$ cat config.mk
export PLATFORM = sky130hd
export DESIGN_NAME = cpu_step_ctrl_flat
export DESIGN_NICKNAME = d
export VERILOG_FILES = /design/src/rtl/cpu_step_ctrl_pkg.sv /design/src/rtl/cpu_step_ctrl_if.sv /design/src/rtl/cpu_step_ctrl_psw_debounce.sv /design/src/rtl/cpu_step_ctrl.sv /design/src/flat_wrapper.sv
export SDC_FILE = /design/constraint.sdc
export NUM_CORES = 1
export LEC_CHECK = 0
export CAP_MARGIN = 10
export CORE_MARGIN = 2
export CORE_UTILIZATION = 25
export CTS_CLUSTER_SIZE = 40
export DETAILED_ROUTE_END_ITERATION = 10
export HOLD_SLACK_MARGIN = 0.05
export RECOVER_POWER = 100
export SLEW_MARGIN = 15
export SYNTH_ARGS = -nofsm -noshare
export SYNTH_HDL_FRONTEND = slang
export SYNTH_SLANG_ARGS = --single-unit
$ cat constraint.sdc
create_clock -name CLK -period 2.25 [get_ports CLK]
set_input_delay 0.45 -clock CLK [delete_from_list [all_inputs] [get_ports CLK]]
set_output_delay 0.45 -clock CLK [all_outputs]
set_load 0.1 [all_outputs]
$ cat src/rtl/cpu_step_ctrl_pkg.sv
`default_nettype none
// ============================================================================
// Module   : cpu_step_pkg
// Purpose  : Shared constants for the CPU step/clock controller: push-switch
//            channel roles, run/stop mode encoding and the rate-select width.
// Revision : 1.0  initial release
// ============================================================================
package cpu_step_pkg;

  // Push-switch channel roles
  localparam int SW_STEP = 0;
  localparam int SW_RUN  = 1;
  localparam int SW_RATE = 2;
  localparam int SW_CLR  = 3;

  // Width of the run-rate select
  localparam int RATE_W = 2;

  // CPU clocking mode
  typedef enum logic {
    MODE_STOP = 1'b0,
    MODE_RUN  = 1'b1
  } mode_e;

endpackage
`default_nettype wire

$ cat src/rtl/cpu_step_ctrl_if.sv
`default_nettype none
// ============================================================================
// Module   : cpu_step_ctrl_if
// Purpose  : Bundle of switch inputs and CPU-clock/status outputs between the
//            board-level switch logic and the controller.
//   PSW       raw push switches            (master -> slave)
//   PSW_SIG   debounced levels             (slave  -> master)
//   PSW_PULSE debounced rising-edge pulses (slave  -> master)
//   CPU_EN    one-cycle CPU step request   (slave  -> master)
//   CPU_CLK   stretched CPU clock          (slave  -> master)
//   MODE      0 = stop/single-step, 1 = run
//   RATE      run-rate select
//   STEP_CNT  issued CPU clock count
//   BRK_CNT   breakpoint count, only with CPU_STEP_BREAK_EN defined
// Config   : `CPU_STEP_BREAK_EN adds the BRK_CNT signal.
// Revision : 1.0  initial release
// ============================================================================
interface cpu_step_ctrl_if
  import cpu_step_pkg::*;
#(
  parameter int NSW   = 4,
  parameter int CNT_W = 16
);
  logic [NSW-1:0]    PSW;
  logic [NSW-1:0]    PSW_SIG;
  logic [NSW-1:0]    PSW_PULSE;
  logic              CPU_EN;
  logic              CPU_CLK;
  logic              MODE;
  logic [RATE_W-1:0] RATE;
  logic [CNT_W-1:0]  STEP_CNT;
`ifdef CPU_STEP_BREAK_EN
  logic [CNT_W-1:0]  BRK_CNT;

  modport slave  (input  PSW, BRK_CNT,
                  output PSW_SIG, PSW_PULSE, CPU_EN, CPU_CLK, MODE, RATE, STEP_CNT);
  modport master (output PSW, BRK_CNT,
                  input  PSW_SIG, PSW_PULSE, CPU_EN, CPU_CLK, MODE, RATE, STEP_CNT);
`else
  modport slave  (input  PSW,
                  output PSW_SIG, PSW_PULSE, CPU_EN, CPU_CLK, MODE, RATE, STEP_CNT);
  modport master (output PSW,
                  input  PSW_SIG, PSW_PULSE, CPU_EN, CPU_CLK, MODE, RATE, STEP_CNT);
`endif
endinterface
`default_nettype wire

$ cat src/rtl/cpu_step_ctrl_psw_debounce.sv
`default_nettype none
// ============================================================================
// Module   : psw_debounce
// Purpose  : One push-switch channel: two-flop synchroniser, stability counter,
//            debounced level and one-cycle rising-edge pulse.
//   clk_i    board clock
//   rst_ni   asynchronous active-low reset
//   psw_i    raw switch, asynchronous to clk_i
//   sig_o    debounced level
//   pulse_o  one-cycle pulse in the cycle sig_o rises
// Revision : 1.0  initial release
// ============================================================================
module psw_debounce #(
  parameter int DB_CYC = 50000
) (
  input  logic clk_i,
  input  logic rst_ni,
  input  logic psw_i,
  output logic sig_o,
  output logic pulse_o
);
  localparam int CW = $clog2(DB_CYC + 1);

  logic          sync1_q, sync2_q;
  logic          sig_q, pulse_q;
  logic [CW-1:0] cnt_q;
  logic          done;

  // The DB_CYC-th consecutive differing sample is the one that flips the level.
  assign done = (cnt_q == CW'(DB_CYC - 1));

  always_ff @(posedge clk_i or negedge rst_ni) begin
    if (!rst_ni) begin
      sync1_q <= 1'b0;
      sync2_q <= 1'b0;
      sig_q   <= 1'b0;
      pulse_q <= 1'b0;
      cnt_q   <= '0;
    end else begin
      sync1_q <= psw_i;
      sync2_q <= sync1_q;
      pulse_q <= 1'b0;
      if (sync2_q != sig_q) begin
        if (done) begin
          sig_q   <= sync2_q;
          pulse_q <= sync2_q;
          cnt_q   <= '0;
        end else begin
          cnt_q <= cnt_q + CW'(1);
        end
      end else begin
        cnt_q <= '0;
      end
    end
  end

  assign sig_o   = sig_q;
  assign pulse_o = pulse_q;
endmodule
`default_nettype wire

$ cat src/rtl/cpu_step_ctrl.sv
`default_nettype none
// ============================================================================
// Module   : cpu_step_ctrl
// Purpose  : Board-level CPU clock controller. Debounces NSW push switches and
//            generates single-step or free-running (4 rates) CPU clocks with a
//            step counter for the display.
//   CLK   board clock, rising edge
//   RSTN  asynchronous active-low reset
//   bus   cpu_step_ctrl_if.slave: PSW in; PSW_SIG, PSW_PULSE, CPU_EN,
//         CPU_CLK, MODE, RATE, STEP_CNT out; BRK_CNT in (breakpoint build)
// Config   : `CPU_STEP_BREAK_EN enables the STEP_CNT == BRK_CNT run breakpoint.
// Revision : 1.0  initial release
// ============================================================================
module cpu_step_ctrl
  import cpu_step_pkg::*;
#(
  parameter int NSW     = 4,
  parameter int DB_CYC  = 50000,
  parameter int DIV_W   = 24,
  parameter int STRETCH = 4,
  parameter int CNT_W   = 16
) (
  input  logic          CLK,
  input  logic          RSTN,
  cpu_step_ctrl_if.slave bus
);
  localparam int STR_W = $clog2(STRETCH + 1);

  logic [NSW-1:0]    sig, pulse;
  mode_e             mode_q, mode_d;
  logic [RATE_W-1:0] rate_q;
  logic [DIV_W-1:0]  div_q, run_mask;
  logic              tick_q, cpu_en_q, cpu_en_d;
  logic [STR_W-1:0]  stretch_q;
  logic [CNT_W-1:0]  cnt_q, cnt_inc;
  logic              brk_hit;

  for (genvar i = 0; i < NSW; i++) begin : g_db
    psw_debounce #(.DB_CYC(DB_CYC)) u_db (
      .clk_i  (CLK),
      .rst_ni (RSTN),
      .psw_i  (bus.PSW[i]),
      .sig_o  (sig[i]),
      .pulse_o(pulse[i])
    );
  end

  // Each rate step halves the tick period twice: mask keeps DIV_W-2*RATE bits.
  assign run_mask = {DIV_W{1'b1}} >> {rate_q, 1'b0};
  assign cnt_inc  = cnt_q + CNT_W'(1);

  // A request is dropped unless the previous CPU clock has fully finished.
  assign cpu_en_d = ((pulse[SW_STEP] && (mode_q == MODE_STOP)) ||
                     (tick_q && (mode_q == MODE_RUN))) && (stretch_q == '0);

  always_comb begin
    brk_hit = 1'b0;
`ifdef CPU_STEP_BREAK_EN
    brk_hit = cpu_en_q && (mode_q == MODE_RUN) &&
              (bus.BRK_CNT != '0) && (cnt_inc == bus.BRK_CNT);
`endif
    mode_d = mode_q;
    case (mode_q)
      MODE_STOP: if (pulse[SW_RUN]) mode_d = MODE_RUN;
      MODE_RUN:  if (brk_hit || pulse[SW_RUN]) mode_d = MODE_STOP;
      default:   mode_d = MODE_STOP;
    endcase
  end

  always_ff @(posedge CLK or negedge RSTN) begin
    if (!RSTN) mode_q <= MODE_STOP;
    else       mode_q <= mode_d;
  end

  always_ff @(posedge CLK or negedge RSTN) begin
    if (!RSTN) begin
      rate_q    <= '0;
      div_q     <= '0;
      tick_q    <= 1'b0;
      cpu_en_q  <= 1'b0;
      stretch_q <= '0;
      cnt_q     <= '0;
    end else begin
      if (pulse[SW_RATE]) rate_q <= rate_q + RATE_W'(1);

      if ((mode_q == MODE_STOP) && pulse[SW_RUN]) div_q <= '0;
      else if (mode_q == MODE_RUN)                div_q <= div_q + DIV_W'(1);

      tick_q   <= (mode_q == MODE_RUN) && ((div_q & run_mask) == run_mask);
      cpu_en_q <= cpu_en_d;

      // CPU_CLK starts the cycle after CPU_EN, so the load keys off cpu_en_q.
      if (cpu_en_q)               stretch_q <= STR_W'(STRETCH);
      else if (stretch_q != '0)   stretch_q <= stretch_q - STR_W'(1);

      if (pulse[SW_CLR])  cnt_q <= '0;
      else if (cpu_en_q)  cnt_q <= cnt_inc;
    end
  end

  assign bus.PSW_SIG   = sig;
  assign bus.PSW_PULSE = pulse;
  assign bus.CPU_EN    = cpu_en_q;
  assign bus.CPU_CLK   = (stretch_q != '0);
  assign bus.MODE      = mode_q;
  assign bus.RATE      = rate_q;
  assign bus.STEP_CNT  = cnt_q;
endmodule
`default_nettype wire
$ cat src/flat_wrapper.sv
// flat-port wrapper written by rule: the top's interface ports become plain ports
module cpu_step_ctrl_flat import cpu_step_pkg::*;
#(
  parameter int NSW     = 4,
  parameter int DB_CYC  = 50000,
  parameter int DIV_W   = 24,
  parameter int STRETCH = 4,
  parameter int CNT_W   = 16
)
  (CLK, RSTN, bus_PSW, bus_PSW_SIG, bus_PSW_PULSE, bus_CPU_EN, bus_CPU_CLK, bus_MODE, bus_RATE, bus_STEP_CNT);
  cpu_step_ctrl_if #(.NSW(NSW), .CNT_W(CNT_W)) bus_i ();
  input  logic CLK;
  input  logic RSTN;
  input wire logic [$bits(bus_i.PSW)-1:0] bus_PSW;
  output wire logic [$bits(bus_i.PSW_SIG)-1:0] bus_PSW_SIG;
  output wire logic [$bits(bus_i.PSW_PULSE)-1:0] bus_PSW_PULSE;
  output wire logic [$bits(bus_i.CPU_EN)-1:0] bus_CPU_EN;
  output wire logic [$bits(bus_i.CPU_CLK)-1:0] bus_CPU_CLK;
  output wire logic [$bits(bus_i.MODE)-1:0] bus_MODE;
  output wire logic [$bits(bus_i.RATE)-1:0] bus_RATE;
  output wire logic [$bits(bus_i.STEP_CNT)-1:0] bus_STEP_CNT;
  assign bus_i.PSW = bus_PSW;
  assign bus_PSW_SIG = bus_i.PSW_SIG;
  assign bus_PSW_PULSE = bus_i.PSW_PULSE;
  assign bus_CPU_EN = bus_i.CPU_EN;
  assign bus_CPU_CLK = bus_i.CPU_CLK;
  assign bus_MODE = bus_i.MODE;
  assign bus_RATE = bus_i.RATE;
  assign bus_STEP_CNT = bus_i.STEP_CNT;
  cpu_step_ctrl #(.NSW(NSW), .DB_CYC(DB_CYC), .DIV_W(DIV_W), .STRETCH(STRETCH), .CNT_W(CNT_W)) u_core (.CLK(CLK), .RSTN(RSTN), .bus(bus_i));
endmodule
# --- Yosys cells after proc, flatten, opt, wreduce, memory -nomap -nowiden ---
# Cells that the tools add are included.
word_totals:
  reg_bits: 128
  inputBits: 6
  out_inout_bits: 29
  wordCells: 87
op_classes:
  n_addsub: 8
  n_eq_ne: 9
  n_shift: 1
  n_mux: 25
  bitwise_logic: 2
  n_reduce_logical: 15
op_table:
  columns: ["op", "n"]
  rows:
  - ["16-bit 2-to-1 mux", 10]
  - ["16-bit by 1-bit adder with 16-bit output (second input constant)", 5]
  - ["16-bit equality test (second input constant)", 4]
  - ["24-bit 2-to-1 mux", 2]
  - ["24-bit by 1-bit adder with 24-bit output (second input constant)", 1]
  - ["24-bit AND", 1]
  - ["24-bit equality test", 1]
  - ["24-bit by 3-bit right shift with 24-bit output (first input constant)", 1]
  - ["1-bit 2-to-1 mux", 10]
  - ["2-bit AND reduction", 4]
  - ["3-bit 2-to-1 mux", 2]
  - ["2-bit nonzero test", 3]
  - ["1-bit logical AND", 5]
  - ["1-bit inequality test", 4]
  - ["3-bit zero test", 1]
  - ["3-bit nonzero test", 1]
  - ["3-bit by 1-bit subtractor with 3-bit output (second input constant)", 1]
  - ["2-bit by 1-bit adder with 2-bit output (second input constant)", 1]
  - ["1-bit one-hot mux with 2 select lines", 1]
  - ["1-bit logical OR", 1]
  - ["1-bit NOT", 1]

# --- Longest topological paths before layout ---
# Gate-level depths: netlist of the first run.
logic_depth:
  depth_word: 4
  ltp_mapped: 8
  mapped_depth_nobuf: 6

# --- Cells and area by module ---
# A second synthesis of the first run with hierarchy kept.
unflattened:
  hier_cells: 601
  hier_area_um2: 6195.9
by_module_without_submodules:
  columns: ["module", "n_inst", "cells_each", "area_each_um2"]
  rows:
  - ["psw_debounce", 4, 86, 927.1]
  - ["cpu_step_ctrl", 1, 257, 2487.4]

# --- Least setup slack after synthesis of the first run ---
# Ideal clock, no wire load.
synth_timing:
  kind: "reg-to-reg"
  start: "reg u_core.mode_q (netlist: u_core.bus.MODE)"
  end: "reg u_core.div_q[17]"
  setup_ps: 78
  t_arrival_ps: 2681
  slack_ps: -509
  stages_incl_launch_ff: 9
  n_path_buf: 2
  cell_sequence: "dfrtp_1 inv_1 ha_1 clkbuf_1 nand3b_1 or4_1 clkbuf_1 or3_1 a21oi_1"
synth_between:
  elab_chain_len: 3
synth_rtl:
  columns: ["element", "line_no", "text"]
  rows:
  - ["start: declaration", "cpu_step_ctrl.sv:30", "mode_e mode_q, mode_d;"]
  - ["start signal: assignment", "cpu_step_ctrl.sv:72", "else mode_q <= mode_d;"]
  - ["1-bit NOT", "cpu_step_ctrl.sv:86", "if ((mode_q == MODE_STOP) && pulse[SW_RUN]) div_q <= '0;"]
  - ["1-bit logical AND", "cpu_step_ctrl.sv:86", null]
  - ["24-bit 2-to-1 mux or 2-bit nonzero test (tied branches)", null, null]
  - ["end signal: assignment", "cpu_step_ctrl.sv:87", "else if (mode_q == MODE_RUN) div_q <= div_q + DIV_W'(1);"]
  - ["end: declaration", "cpu_step_ctrl.sv:32", "logic [DIV_W-1:0] div_q, run_mask;"]
# Parallel ways exist; a longest one is shown, timed or not.
# A chain may end at the register's enable or synchronous reset.

# --- Worst setup path in the final report of the first run ---
layout_timing:
  start: "reg u_core.mode_q (netlist: u_core.bus.MODE)"
  end: "reg u_core.div_q[20]"
# The elaborated chain is that of the path after synthesis.

==> qor.csv, run 1 <==
stage;metric;value;unit
worst_setup_path;crit_fanout;11;
logic_synthesis;syn_avg_cell_area;9.96;um^2
sta;setup_viol;0;
cts;h-tree-depth;4;
grt;grt_pass1_vias;4407;
cts;clk_path_buf_depth;2;
power;p_per_area;693;nW/um^2
hold_path;hold_path.class;flop to flop;
logic_synthesis;synth_top_area_share;52.1;%
cts;clk_latency;0.42;ns
floorplan;die_h;161;um
layout;nets;683;
logic_synthesis;synth_fp_nets;635;
cts;clock-sinks;128;
worst_setup_path;end_kind;flop;
detailed_routing;drc;0;
logic_synthesis;synthFlopType;dfrtp_1;
logic_synthesis;async_reset_ff_share;100;%
floorplan;io_pins;35;
logic_synthesis;synth_edf_count;0;
layout;drive_above_1_share;10.6;%
grt;grt_overflow_total;0;
layout;final_common_cell;dfrtp_1;
logic_synthesis;synth.area.top_cells;dfrtp_1 52%, xnor2_1 9.1%, nor2_1 6.4%, nand3_1 2.9%, xor2_1 2.7%;
detailed_routing;drtIter0Drc;301;
placement;dp_hpwl;8.41;mm
grt;grt_pass1_wl;21.2;mm
floorplan;die_w;161;um
sta;fin_worst_skew;0.00973;ns
worst_setup_path;path_class;flop to flop;
sta;tns;0;ns
grt;grtUsageTotal;10.1;%
detailed_routing;routed_wirelength;12.1;mm
grt;grt_max_degree;47;
cts;clock-root-buffer;clkbuf_16;
detailed_routing;viasPerCell;4.46;
logic_synthesis;synth_area;6150;um^2
power;p_leak;2.93;nW
grt;antenna_found_initial;0;
sta;finalCritPeriodShare;93.4;%
logic_synthesis;synth-seq-cells;128;
power;vdd_ir_drop_max;0.503;mV
sta;maxSlewHeadroom;16.8;%
placement;place_congestion;0.762;
sta;maxSlewViolCount;0;
status;outcome;complete, no violations;
cts;ctsResizeCount;0;
detailed_routing;vias;4468;
logic_synthesis;synth_seq_area_share;52.1;%
placement;io_buffers;34;
layout;n_antenna_cell;0;
sta;hold_violations;0;
sta;rsz0062_at_grt;false;
sta;tightest_slew;1.25;ns
flow_run;maxCapViolations;0;
worst_setup_path;cp-start-kind;flop;
logic_synthesis;synth_warnings;0;
power;p_total;0.00505;W
cts;postCtsSetupRepairBufs;0;
layout;final_cell_mix;127 x dfrtp_1, 104 x nor2_1, 64 x xnor2_1;
logic_synthesis;synth_top_area_cell;dfrtp_1;
cts;cts_buffers;17;
floorplan;coreArea;24200;um^2
worst_setup_path;required;2.59;ns
floorplan;start_util;25.4;%
cts;holdBufCountCts;1;
detailed_routing;drt.antenna.violating_nets;0;
logic_synthesis;synthCells;617;
worst_setup_path;critPathArrivalTime;2.45;ns
sta;max_freq;0.476;GHz
logic_synthesis;ys_types;38;
layout;syn_to_final_growth;18.5;%
floorplan;rows;57;
cts;path_clk_slew;0.05;ns
detailed_routing;wire_per_inst;12.1;um
cts;cts_tree;built;
detailed_routing;firstDrtPassIters;4;
sta;fin_crit;2.10;ns
floorplan;die-area;25900;um^2
layer usage:
metal / wire length [um] / track usage [%]
met5: 0 / 0
met1: 5970 / 13.2
met4: 312 / 5.24
met3: 425 / 2.74
met2: 5380 / 15.2
worst paths after layout:
path                                                  startpoint                                       to  slack (ns)  cells past startpoint
max                                    u_core.bus.MODE$_DFF_PN0_             u_core.div_q[20]$_DFFE_PN0P_        0.15                      6
min                        u_core.g_db[1].u_db.sync1_q$_DFF_PN0_    u_core.g_db[1].u_db.sync2_q$_DFF_PN0_        0.35                      0
max reg2reg                            u_core.bus.MODE$_DFF_PN0_             u_core.div_q[20]$_DFFE_PN0P_        0.15                      6
min reg2reg                u_core.g_db[1].u_db.sync1_q$_DFF_PN0_    u_core.g_db[1].u_db.sync2_q$_DFF_PN0_        0.35                      0
max in group asynchronous                                   RSTN  u_core.g_db[1].u_db.cnt_q[15]$_DFF_PN0_        0.38                      3
min in group asynchronous                                   RSTN              u_core.div_q[8]$_DFFE_PN0P_        0.81                      2
power breakdown:
group          switching (W)  internal [W]
Combinational      0.0000782     0.0000370
Clock               0.000987       0.00159
Sequential         0.0000236       0.00233
registers in the layout (all words and copies together) (netlist names):
signal,cells
u_core.g_db.u_db.cnt_q,64
u_core.div_q,24
u_core.bus.STEP_CNT,16
u_core.g_db.u_db.pulse_o,4
u_core.g_db.u_db.sig_o,4
u_core.g_db.u_db.sync1_q,4
u_core.g_db.u_db.sync2_q,4
u_core.stretch_q,3
u_core.bus.RATE,2
u_core.bus.CPU_EN,1
u_core.bus.MODE,1
u_core.tick_q,1
Yosys cell counts (all sizes together), types with 14 or more instances:
master	instances
dfrtp	128
nor3	23
xor2	19
nor4	24
buf	14
nand2	33
nor2	104
nand4	26
a21oi	18
inv	26
nand3	36
xnor2	64
area by class of cell:
type / instances / area, um^2
fill: 2555 / 17000
sequential: 128 / 3210
timing repair buffer: 51 / 319
multi-input combinational: 441 / 2700
clock buffer: 22 / 474
inverter: 26 / 97.6
tap: 324 / 405
clock inverter: 10 / 86.3
logic make-up (layout without fill, tap and decap cells):
group,after synthesis,in the layout,share of synthesized area (%)
simple gates,292,292,23.7
flops,128,128,52.1
xor+xnor,83,83,11.8
buf+inv,48,109,3.54
compound gates,47,47,5.13
fa+ha+maj,12,12,2.44
mux,7,7,1.24
through the flow:
stage / worst slack (ns) / util (%) / instance area (um^2) / hold WS, ns / cells
after floorplan: 0.0105 / - / 6160 / 0.154 / 617
after global placement: 0.271 / 28.4 / 6890 / 0.332 / 969
after detailed placement: 0.219 / 28.4 / 6890 / 0.337 / 969
after CTS: 0.209 / 30.8 / 7460 / 0.350 / 1002
after global routing: 0.0500 / 30.0 / 7280 / 0.355 / 1002
final: 0.149 / 30.0 / 7280 / 0.349 / 1002
worst max-delay path, stage by stage (launching register included):
cell and delay (ns):
dfrtp_4 0.43, inv_1 0.06, ha_2 0.24, nand4b_1 0.20, or4_1 0.52, or4_1 0.43
a21oi_1 0.15
Note: power is estimated with default switching activity, not from simulation.
==> run 2, diff against run 1 <==
Settings changed: PLACE_DENSITY set to 0.38, SLEW_MARGIN 15 to 10.
==> qor.csv, run 2 (synthesis gave the netlist of run 1 again) <==
stage;metric;value;unit
status;outcome;complete, no violations;
layout;multiInputGateArea;2700;um^2
worst_setup_path;path_class;flop to flop;
cts;clock-root-buffer;clkbuf_16;
worst_setup_path;critPathArrivalTime;2.39;ns
layout;stdcell_count;1003;
worst_setup_path;cp_slowest_cell;or4_4;
power;p_per_area;718;nW/um^2
detailed_routing;drc;0;
sta;rsz0062_at_grt;false;
detailed_routing;wire_per_inst;13.2;um
worst_setup_path;end_kind;flop;
layout;syn_to_final_growth;19.6;%
sta;tns;0;ns
cts;path_clk_slew;0.06;ns
sta;whs;0.344;ns
hold_path;hold_path.class;flop to flop;
layout;largest_register_ffs;64;
cts;clock-sinks;128;
flow_run;maxCapViolations;0;
floorplan;io_pins;35;
layout;ff_latch_area;3210;um^2
sta;fin_worst_skew;0.00959;ns
grt;antenna_found_initial;0;
detailed_routing;vias;4444;
cts;cts_buffers;17;
grt;grt_max_degree;35;
sta;maxSlewHeadroom;42.9;%
layout;final_cell_mix;127 x dfrtp_1, 104 x nor2_1, 64 x xnor2_1;
floorplan;rows;57;
cts;h-tree-depth;4;
worst_setup_path;cp_slowest_stage_delay;0.47;ns
detailed_routing;drt.antenna.violating_nets;0;
layout;final_common_cell;dfrtp_1;
grt;grt_pass1_wl;23.2;mm
worst_setup_path;crit_family;simple AND/OR/NAND/NOR gates;
sta;hold_violations;0;
grt;grtUsageTotal;11.1;%
floorplan;die-area;25900;um^2
detailed_routing;drtIter0Drc;237;
sta;finalCritPeriodShare;91.4;%
sta;tightest_slew;0.857;ns
cts;clk_latency;0.41;ns
worst_setup_path;required;2.59;ns
floorplan;die_w;161;um
worst_setup_path;path_buf_inv;1;
detailed_routing;viasPerCell;4.43;
power;p_leak;2.96;nW
power;vdd_ir_drop_max;0.354;mV
layout;drive_above_1_share;11.0;%
placement;place_congestion;0.793;
grt;grt_pass1_vias;4611;
worst_setup_path;path_cells;inv_1, ha_2, nand4b_1, or4_4, or4_1, a21oi_1;
floorplan;start_util;25.4;%
floorplan;coreArea;24200;um^2
placement;dp_hpwl;9.35;mm
grt;grt_overflow_total;0;
layout;n_antenna_cell;0;
placement;placed_cells_incl_taps;970;
layout;regMostFlops;u_core.g_db.u_db.cnt_q;
sta;maxSlewViolCount;0;
worst_setup_path;crit_fanout;11;
placement;io_buffers;34;
sta;setup_viol;0;
floorplan;die_h;161;um
detailed_routing;routed_wirelength;13.2;mm
worst_setup_path;cp-start-kind;flop;
detailed_routing;firstDrtPassIters;4;
layout;num-fill-cells;2536;
sta;max_freq;0.486;GHz
layout;nets;684;
cts;cts_tree;built;
sta;fin_crit;2.06;ns
cts;clk_path_buf_depth;2;
-- run 2: per-stage QoR --
step	power, W	area (um^2)	util, %	setup WS [ns]
after CTS	0.00539	7510	31.0	0.190
after global placement	0.00253	6900	28.4	0.267
after global routing	0.00552	7350	30.3	0.0392
after detailed placement	0.00253	6900	28.4	0.188
final	0.00528	7350	30.3	0.194
after floorplan	0.00243	6160	-	0.0105
-- run 2: area by class of cell --
type | count | share of cell area [%]
clock buffers | 23 | 6.36
clock inverters | 9 | 1.79
inverters | 26 | 1.33
multi-input cells | 441 | 36.7
flip-flops and latches | 128 | 43.6
well taps | 324 | 5.51
repair buffers | 52 | 4.70
-- run 2: timing repair --
item | CTS | global route
hold buffers | 1 | 0
buffers inserted | 0 | 0
resized for setup | 0 | 0
hold endpoints to repair | 30 | 0
-- run 2: worst paths after layout --
check / startpoint / slack (ns) / end / cells past startpoint
setup / recovery: u_core.bus.MODE$_DFF_PN0_ / 0.19 / u_core.div_q[20]$_DFFE_PN0P_ / 6
hold / removal: u_core.g_db[2].u_db.sync1_q$_DFF_PN0_ / 0.34 / u_core.g_db[2].u_db.sync2_q$_DFF_PN0_ / 0
setup reg to reg: u_core.bus.MODE$_DFF_PN0_ / 0.19 / u_core.div_q[20]$_DFFE_PN0P_ / 6
hold reg to reg: u_core.g_db[2].u_db.sync1_q$_DFF_PN0_ / 0.34 / u_core.g_db[2].u_db.sync2_q$_DFF_PN0_ / 0
max in group asynchronous: RSTN / 0.50 / u_core.bus.STEP_CNT[13]$_DFFE_PN0P_ / 3
min in group asynchronous: RSTN / 0.68 / u_core.g_db[0].u_db.cnt_q[8]$_DFF_PN0_ / 2
-- run 2: power breakdown --
group	internal, W	switching (W)	total [W]
Combinational	0.0000348	0.0000785	0.000113
Clock	0.00180	0.00101	0.00282
Sequential	0.00233	0.0000258	0.00235
-- run 2: routing by layer --
| metal | GRT usage, % | wire, um | vias to the layer above |
|---|---|---|---|
| met2 | 17.5 | 6200 | 45 |
| met3 | 2.94 | 346 | 9 |
| li1 | - | - | 2244 |
| met5 | 0 | 0 | - |
| met1 | 14.6 | 6550 | 2146 |
| met4 | 3.98 | 131 | 0 |
-- run 2: worst reg2reg max path, stage by stage (launching register included) --
cell and delay [ns]:
dfrtp_4 0.43, inv_1 0.06, ha_2 0.24, nand4b_1 0.21
or4_4 0.47, or4_1 0.42, a21oi_1 0.15
==> run 3, diff against run 2 <==
Settings changed: CAP_MARGIN 10 to unset, CELL_PAD_IN_SITES_DETAIL_PLACEMENT set to 0, CELL_PAD_IN_SITES_GLOBAL_PLACEMENT set to 1, PLACE_DENSITY 0.38 to 0.46.
==> qor.csv, run 3 (synthesis gave the netlist of run 1 again) <==
stage;metric;value;unit
layout;final_cell_area;7310;um^2
hold_path;hold_path.class;flop to flop;
flow_run;maxCapViolations;0;
worst_setup_path;rrSetupSlack;0.14;ns
power;vdd_ir_drop_max;0.458;mV
layout;syn_to_final_growth;19.0;%
worst_setup_path;cp_slowest_stage_delay;0.60;ns
layout;num-fill-cells;2582;
cts;postCtsSetupRepairBufs;0;
sta;maxSlewViolCount;0;
worst_setup_path;reg2reg_from;u_core.bus.MODE$_DFF_PN0_;
sta;maxSlewHeadroom;44.1;%
sta;rsz0062_at_grt;false;
detailed_routing;drt.antenna.violating_nets;0;
floorplan;die_h;161;um
detailed_routing;vias;4464;
worst_setup_path;path_buf_inv;1;
cts;clk_path_buf_depth;2;
layout;ff_latch_area;3210;um^2
grt;grtUsageTotal;11.2;%
cts;clock-root-buffer;clkbuf_16;
floorplan;die-area;25900;um^2
worst_setup_path;worst-path-stages;6;
layout;largest_register_ffs;64;
layout;final_common_cell;dfrtp_1;
grt;grt_pass1_wl;23.4;mm
worst_setup_path;required;2.58;ns
grt;antenna_found_initial;0;
floorplan;die_w;161;um
floorplan;coreArea;24200;um^2
detailed_routing;firstDrtPassIters;4;
status;outcome;complete, no violations;
worst_setup_path;r2r_cells;6;
placement;placed_area;6870;um^2
worst_setup_path;crit_family;simple AND/OR/NAND/NOR gates;
cts;holdBufCountCts;1;
worst_setup_path;path_cells;inv_1, ha_2, nand3b_1, or4_1, or3_1, a21oi_1;
sta;setup_viol;0;
cts;h-tree-depth;4;
placement;io_buffers;34;
sta;finalCritPeriodShare;93.8;%
layout;final_cell_mix;127 x dfrtp_1, 104 x nor2_1, 64 x xnor2_1;
worst_setup_path;cp-startpoint;u_core.bus.MODE$_DFF_PN0_;
sta;max_freq;0.474;GHz
detailed_routing;wire_per_inst;13.6;um
placement;place_congestion;0.764;
worst_setup_path;crit_fanout;11;
sta;tightest_slew;0.838;ns
layout;regMostFlops;u_core.g_db.u_db.cnt_q;
placement;dp_hpwl;9.52;mm
cts;cts_tree;built;
floorplan;start_util;25.4;%
layout;nets;682;
worst_setup_path;cp_slowest_cell;or4_1;
cts;clk_latency;0.41;ns
cts;clock-sinks;128;
grt;grt_pass1_vias;4549;
worst_setup_path;endpoint;u_core.div_q[15]$_DFFE_PN0P_;
cts;ctsResizeCount;0;
grt;grt_overflow_total;0;
sta;fin_crit;2.11;ns
worst_setup_path;cp-start-kind;flop;
grt;grt_max_degree;58;
floorplan;io_pins;35;
cts;path_clk_slew;0.06;ns
sta;hold_violations;0;
worst_setup_path;critPathArrivalTime;2.44;ns
hold_path;worst_hold_startpoint;u_core.g_db[2].u_db.sync1_q$_DFF_PN0_;
floorplan;rows;57;
worst_setup_path;r2r-end;u_core.div_q[15]$_DFFE_PN0P_;
layout;n_antenna_cell;0;
cts;cts_buffers;17;
worst_setup_path;end_kind;flop;
layout;multiInputGateArea;2700;um^2
sta;fin_worst_skew;0.00666;ns
sta;tns;0;ns
power;p_per_area;712;nW/um^2
detailed_routing;drtIter0Drc;207;
power;p_leak;2.94;nW
detailed_routing;drc;0;
worst_setup_path;path_class;flop to flop;
detailed_routing;viasPerCell;4.46;
detailed_routing;routed_wirelength;13.6;mm
layout;drive_above_1_share;11.1;%
## run 3: how the worst min path moves through the flow
stage | endpoint | depth (start not counted)
4_1_cts | u_core.g_db[2].u_db.sync2_q$_DFF_PN0_ | 0
2_1_floorplan | u_core.bus.CPU_EN$_DFF_PN0_ | 0
5_1_grt | u_core.g_db[1].u_db.sync2_q$_DFF_PN0_ | 0
3_3_place_gp | u_core.g_db[1].u_db.sync2_q$_DFF_PN0_ | 0
3_5_place_dp | u_core.g_db[2].u_db.sync2_q$_DFF_PN0_ | 0
6_report | u_core.g_db[2].u_db.sync2_q$_DFF_PN0_ | 0
## run 3: metrics by stage
stage	total power [W]	utilization (%)	setup WS [ns]	std cells	hold slack (ns)
after CTS	0.00534	30.8	0.157	1001	0.349
after detailed placement	0.00253	28.3	0.176	968	0.335
after global placement	0.00253	28.3	0.259	968	0.333
after floorplan	0.00243	-	0.0105	617	0.154
final	0.00521	30.2	0.139	1001	0.347
after global routing	0.00545	30.2	0.0236	1001	0.356
## run 3: area by class of cell
type | instances | share of cell area, %
Tap cell | 324 | 5.54
Sequential cell | 128 | 43.8
Clock buffer | 20 | 6.24
Timing Repair Buffer | 50 | 4.34
Multi-Input combinational cell | 441 | 36.8
Clock inverter | 12 | 1.85
Inverter | 26 | 1.33
## run 3: per-layer routing
layer / routed length (um) / up-vias / global-route usage (%)
met3: 452 / 10 / 3.13
li1: - / 2235 / -
met2: 6200 / 61 / 17.5
met4: 154 / 0 / 3.73
met5: 0 / - / 0
met1: 6770 / 2158 / 15.1
## run 3: power by group
| group | total, W | internal (W) | switching [W] |
|---|---|---|---|
| registers | 0.00235 | 0.00233 | 0.0000238 |
| logic | 0.000114 | 0.0000339 | 0.0000806 |
| clock network | 0.00275 | 0.00169 | 0.00105 |
